<file path="config.mk">
export PLATFORM = sky130hd
export DESIGN_NAME = fifo_wr_arbiter_flat
export DESIGN_NICKNAME = d
export VERILOG_FILES = /design/src/rtl/fifo_wr_arbiter_if.sv /design/src/rtl/fifo_wr_arbiter.sv /design/src/flat_wrapper.sv
export SDC_FILE = /design/constraint.sdc
export NUM_CORES = 1
export LEC_CHECK = 0
export BUFFER_PORTS_ARGS = -buffer_cell sky130_fd_sc_hd__buf_2
export CELL_PAD_IN_SITES_DETAIL_PLACEMENT = 1
export CELL_PAD_IN_SITES_GLOBAL_PLACEMENT = 2
export CORE_MARGIN = 3
export CORE_UTILIZATION = 24
export CTS_CLUSTER_SIZE = 20
export DETAILED_ROUTE_END_ITERATION = 16
export PLACE_DENSITY_LB_ADDON = 0.05
export SLEW_MARGIN = 40
export SYNTH_ARGS = -nofsm -noshare
export SYNTH_HDL_FRONTEND = slang
export SYNTH_SLANG_ARGS = --single-unit
</file>
<file path="constraint.sdc">
create_clock -name clk -period 3.7 [get_ports clk]
set_input_delay 0.74 -clock clk [delete_from_list [all_inputs] [get_ports clk]]
set_output_delay 0.74 -clock clk [all_outputs]
set_load 0.01 [all_outputs]
</file>
<file path="src/rtl/fifo_wr_arbiter_if.sv">
// Write-port bundle between the requesters and the FIFO write arbiter.
// The master side is the arbiter, the slave side is the requesters plus the FIFO.
interface fifo_wr_arbiter_if #(
    parameter int NREQ   = 4,
    parameter int DWIDTH = 8
);
    localparam int OW = $clog2(NREQ);

    logic [NREQ-1:0]        req_i;
    logic [NREQ*DWIDTH-1:0] data_i;
    logic                   full_i;
    logic [NREQ-1:0]        gnt_o;
    logic                   wenc_o;
    logic [DWIDTH-1:0]      wdata_o;
    logic                   busy_o;
    logic [OW-1:0]          owner_o;

    modport master (
        input  req_i,
        input  data_i,
        input  full_i,
        output gnt_o,
        output wenc_o,
        output wdata_o,
        output busy_o,
        output owner_o
    );

    modport slave (
        output req_i,
        output data_i,
        output full_i,
        input  gnt_o,
        input  wenc_o,
        input  wdata_o,
        input  busy_o,
        input  owner_o
    );
endinterface

</file>
<file path="src/rtl/fifo_wr_arbiter.sv">
// Round-robin burst arbiter sharing one FIFO write port among NREQ requesters.
// An owner keeps the port for up to MAX_BURST beats; one IDLE cycle between grants.
module fifo_wr_arbiter #(
    parameter int NREQ      = 4,
    parameter int DWIDTH    = 8,
    parameter int MAX_BURST = 4
) (
    input  logic              clk,
    input  logic              rst_n,
    fifo_wr_arbiter_if.master bus
);
    localparam int OW = $clog2(NREQ);
    localparam int SW = OW + 1;
    localparam int CW = $clog2(MAX_BURST + 1);

    localparam logic [OW-1:0] LAST  = OW'(NREQ - 1);
    localparam logic [CW-1:0] CLAST = CW'(MAX_BURST - 1);

    typedef enum logic {
        IDLE,
        GRANT
    } state_t;

    state_t            state;
    logic [OW-1:0]     owner;
    logic [OW-1:0]     ptr;
    logic [OW-1:0]     pick;
    logic [SW-1:0]     sum;
    logic [CW-1:0]     cnt;
    logic              hold;
    logic              accept;
    logic              last_beat;
    logic              release_now;
    logic [DWIDTH-1:0] slot [NREQ];

    for (genvar k = 0; k < NREQ; k++) begin : g_slot
        assign slot[k] = bus.data_i[k*DWIDTH +: DWIDTH];
    end

    // Lowest rotation distance from ptr wins, so scan farthest first.
    always_comb begin
        pick = ptr;
        sum  = '0;
        for (int i = NREQ - 1; i >= 0; i--) begin
            sum = {1'b0, ptr} + SW'(i);
            if (sum >= SW'(NREQ)) sum = sum - SW'(NREQ);
            if (bus.req_i[sum[OW-1:0]]) pick = sum[OW-1:0];
        end
    end

    assign hold        = bus.req_i[owner];
    assign accept      = (state == GRANT) && hold && !bus.full_i;
    assign last_beat   = (cnt == CLAST);
    assign release_now = !hold || (accept && last_beat);

    assign bus.gnt_o   = accept ? (NREQ'(1) << owner) : '0;
    assign bus.wenc_o  = accept;
    assign bus.busy_o  = (state == GRANT);
    assign bus.owner_o = owner;
    assign bus.wdata_o = (state == GRANT) ? slot[owner] : '0;

    always_ff @(posedge clk or negedge rst_n) begin
        if (!rst_n) begin
            state <= IDLE;
            owner <= '0;
            ptr   <= '0;
            cnt   <= '0;
        end else begin
            unique case (state)
                IDLE: begin
                    if (|bus.req_i) begin
                        owner <= pick;
                        cnt   <= '0;
                        state <= GRANT;
                    end
                end
                GRANT: begin
                    if (release_now) begin
                        state <= IDLE;
                        cnt   <= '0;
                        ptr   <= (owner == LAST) ? '0 : owner + 1'b1;
                    end else if (accept) begin
                        cnt <= cnt + 1'b1;
                    end
                end
            endcase
        end
    end
endmodule

</file>
<file path="src/flat_wrapper.sv">
// flat-port wrapper written by rule: the top's interface ports become plain ports
module fifo_wr_arbiter_flat 
#(
    parameter int NREQ      = 4,
    parameter int DWIDTH    = 8,
    parameter int MAX_BURST = 4
)
  (clk, rst_n, bus_req_i, bus_data_i, bus_full_i, bus_gnt_o, bus_wenc_o, bus_wdata_o, bus_busy_o, bus_owner_o);
  fifo_wr_arbiter_if #(.NREQ(NREQ), .DWIDTH(DWIDTH)) bus_i ();
  input  logic clk;
  input  logic rst_n;
  input wire logic [$bits(bus_i.req_i)-1:0] bus_req_i;
  input wire logic [$bits(bus_i.data_i)-1:0] bus_data_i;
  input wire logic [$bits(bus_i.full_i)-1:0] bus_full_i;
  output wire logic [$bits(bus_i.gnt_o)-1:0] bus_gnt_o;
  output wire logic [$bits(bus_i.wenc_o)-1:0] bus_wenc_o;
  output wire logic [$bits(bus_i.wdata_o)-1:0] bus_wdata_o;
  output wire logic [$bits(bus_i.busy_o)-1:0] bus_busy_o;
  output wire logic [$bits(bus_i.owner_o)-1:0] bus_owner_o;
  assign bus_i.req_i = bus_req_i;
  assign bus_i.data_i = bus_data_i;
  assign bus_i.full_i = bus_full_i;
  assign bus_gnt_o = bus_i.gnt_o;
  assign bus_wenc_o = bus_i.wenc_o;
  assign bus_wdata_o = bus_i.wdata_o;
  assign bus_busy_o = bus_i.busy_o;
  assign bus_owner_o = bus_i.owner_o;
  fifo_wr_arbiter #(.NREQ(NREQ), .DWIDTH(DWIDTH), .MAX_BURST(MAX_BURST)) u_core (.clk(clk), .rst_n(rst_n), .bus(bus_i));
endmodule
</file>
==> out/qor.yml <==
clock_network:
  cts-root-buf: "clkbuf_4"
  cts.path.max_buffers: 2
  cts-htree-levels: 1
  clk_latency_ps: 250
  cts_buffers: 3
  cts_tree: "yes"
  cts_setup_buffers: 0
  cts_resized: 0
  cts_hold_buf: 0
  path_clk_slew_ps: 60
  numClockSinks: 8
power:
  pwr-share-seq_pct: 25.7
  pwr-share-comb_pct: 65.0
  static-leakage-power_nw: 0.584
  clkPwrFrac_pct: 9.2
  ir_drop_mv: 0.342
  cell_internal_pwr_w: 0.000419
  p_per_area_nw_per_um2: 625
  swShare_pct: 42.7
  switchingPower_w: 0.000312
die:
  dieArea_um2: 4190
  row_count: 20
  die_y_um: 64.7
  pin_count: 55
  dieWidth_um: 64.7
  start_util_pct: 26.1
  core_area_um2: 3180
run:
  cap_violations: 0
global_route:
  grt_pass1_wl_um: 4380
  grt_usage_pct: 13.4
  grt_max_degree: 17
  grt_pass1_vias: 881
  antenna_found_initial: 0
  grt.overflow.total: 0
timing:
  fin_setup_tns_ps: 0
  slew_viol_final: 0
  period_minus_slack_ps: 2660
  setup_viol: 0
  finalHoldViolCount: 0
  tightest_slew_ps: 710
  skew_ps: 5.13
  maxSlewHeadroom_pct: 52.3
  rsz0062_at_grt: "no"
  fin_hold_ws_ps: 314
  period_share_pct: 71.8
  fmax_mhz: 376
routing:
  post-route-drc-count: 0
  wl_met3_um: 232
  ant_nets: 0
  wl_met2_um: 1260
  met1_length_um: 1170
  firstDrtPassIters: 3
  vias: 841
  wl_per_cell_um: 14.9
  drt-initial-drc-count: 18
  top_layer_used: "met3"
  totalWireLength_um: 2660
  viasPerCell: 4.72
layout:
  final_common_cell: "buf_2"
  final_layout_size_suffix_gt1_share_pct: 53.7
  fillers: 401
  diodes: 0
  final_cell_mix: "54 x buf_2, 13 x and2_1, 9 x mux4_2, 8 x dfrtp_1"
  syn2layout_area_growth_pct: 41.4
  nets: 181
critical_path:
  regToRegSetupSlack_ps: 1880
  cp_cell_sequence: "mux4_2, nor3b_4, and2_1, buf_2"
  cp_max_fo: 14
  cp_data_required_time_ps: 2960
  timing.reg2reg.worst_path_depth: 4
  max_stage_delay_ps: 660
  crit_slowest_cell: "dfrtp_1"
  cp_data_arrival_time_ps: 1920
  criticalPathCategory: "register to output pin"
  startpoint_type: "register"
  r2r_start: "u_core.bus.owner_o[0]"
  end_kind: "output pin"
  r2r-end: "u_core.ptr[0]"
synth:
  syn_nets: 124
  synthTopCellsByArea: "mux4_2 24%, dfrtp_1 24%, and2_1 9.8%"
  syn_inst: 79
  yosys_warnings: 0
  ys_seq_elements: 8
  syn_avg_cell_area_um2: 10.5
  synth.largest_area_cell: "mux4_2"
  synth_top_area_share_pct: 24.5
  synth_area_um2: 828
  yosysSeqAreaShare_pct: 24.2
  synthDistinctLibCells: 28
worst_hold_path:
  hold_path_class: "input port to async pin"
placement:
  port_buffers: 54
  hpwl_um: 2230
  gp_congestion: 0.741
outcome:
  outcome: "finished clean"
-- worst max-delay path by stage --
stage / from / endpoint / slack, ps / cells after the start
global route: u_core.bus.owner_o[1] / bus_gnt_o[1] / 860 / 4
finish: u_core.bus.owner_o[1] / bus_gnt_o[1] / 1040 / 4
global placement: bus_req_i[3] / bus_gnt_o[3] / 1070 / 5
detailed placement: bus_req_i[3] / bus_gnt_o[1] / 1040 / 5
CTS: u_core.bus.owner_o[1] / bus_gnt_o[1] / 970 / 4
floorplan: bus_req_i[3] / bus_gnt_o[0] / 1340 / 3
-- cell usage after synthesis --
cell type	number
and2_1	13
mux4_2	9
dfrtp_1	8
ha_1	6
inv_1	6
nor2_1	6
a22o_1	3
o21ai_0	3
clkbuf_1	2
mux2_2	2
nand2_1	2
nand2b_1	2
nor2b_1	2
a2111oi_0	1
a21boi_0	1
a21oi_1	1
a21oi_2	1
a32o_1	1
a41o_1	1
buf_2	1
nand3_1	1
nor3b_1	1
nor3b_4	1
nor4_1	1
o21a_1	1
o22ai_1	1
o31ai_1	1
or2_2	1
-- layout make-up --
cell class              instances  area, um^2  share of cell area (%)
flip-flops and latches          8         200                    17.1
inverters                       6        22.5                    1.92
clock buffers                   3        22.5                    1.92
repair buffers                 55         278                    23.7
multi-input cells              62         593                    50.6
well taps                      44        55.1                    4.70
-- metrics by stage --
step	setup WS, ps	instance area (um^2)	cells	total power [W]	util, %
global route	863	1170	178	0.000808	36.9
finish	1040	1170	178	0.000731	36.9
CTS	966	1170	178	0.000749	36.9
global placement	1070	1150	175	0.000675	36.1
floorplan	1340	828	79	0.000507	-
detailed placement	1040	1150	175	0.000678	36.1
-- worst max-delay path, delay by kind of cell, from the launching register on --
family	cells	cell delay [ps]
buffers and inverters	1	130
flip-flops	1	660
multiplexers	1	360
AND/OR/NAND/NOR	2	510
-- metal layers --
metal / track usage (%) / vias up
met5: 0 / -
met4: 3.96 / 0
met1: 17.7 / 402
li1: - / 402
met2: 22.0 / 37
met3: 2.60 / 0
-- sequential cells by signal, indices dropped and copies added (netlist names) --
signal              count
u_core.cnt              3
u_core.ptr              2
u_core.bus.owner_o      2
u_core.bus.busy_o       1
-- power groups by stage --
| stage | registers [W] | logic, W | clock network (W) |
|---|---|---|---|
| 2_1_floorplan | 0.000169 | 0.000338 | 0 |
| 3_3_place_gp | 0.000195 | 0.000480 | 0 |
| 3_5_place_dp | 0.000194 | 0.000484 | 0 |
| 4_1_cts | 0.000192 | 0.000486 | 0.0000719 |
| 5_1_grt | 0.000202 | 0.000530 | 0.0000756 |
| 6_report | 0.000188 | 0.000476 | 0.0000675 |
-- logic make-up (layout without fill, tap and decap cells) --
| kind of cell | Yosys count | after routing | synth area share, % |
|---|---|---|---|
| compound gates | 15 | 15 | 13.6 |
| fa+ha+maj | 6 | 6 | 9.06 |
| buf+inv | 9 | 64 | 4.23 |
| flops | 8 | 8 | 24.2 |
| mux | 11 | 11 | 27.2 |
| simple gates | 30 | 30 | 21.8 |
Note: power is estimated with default switching activity, not from simulation.
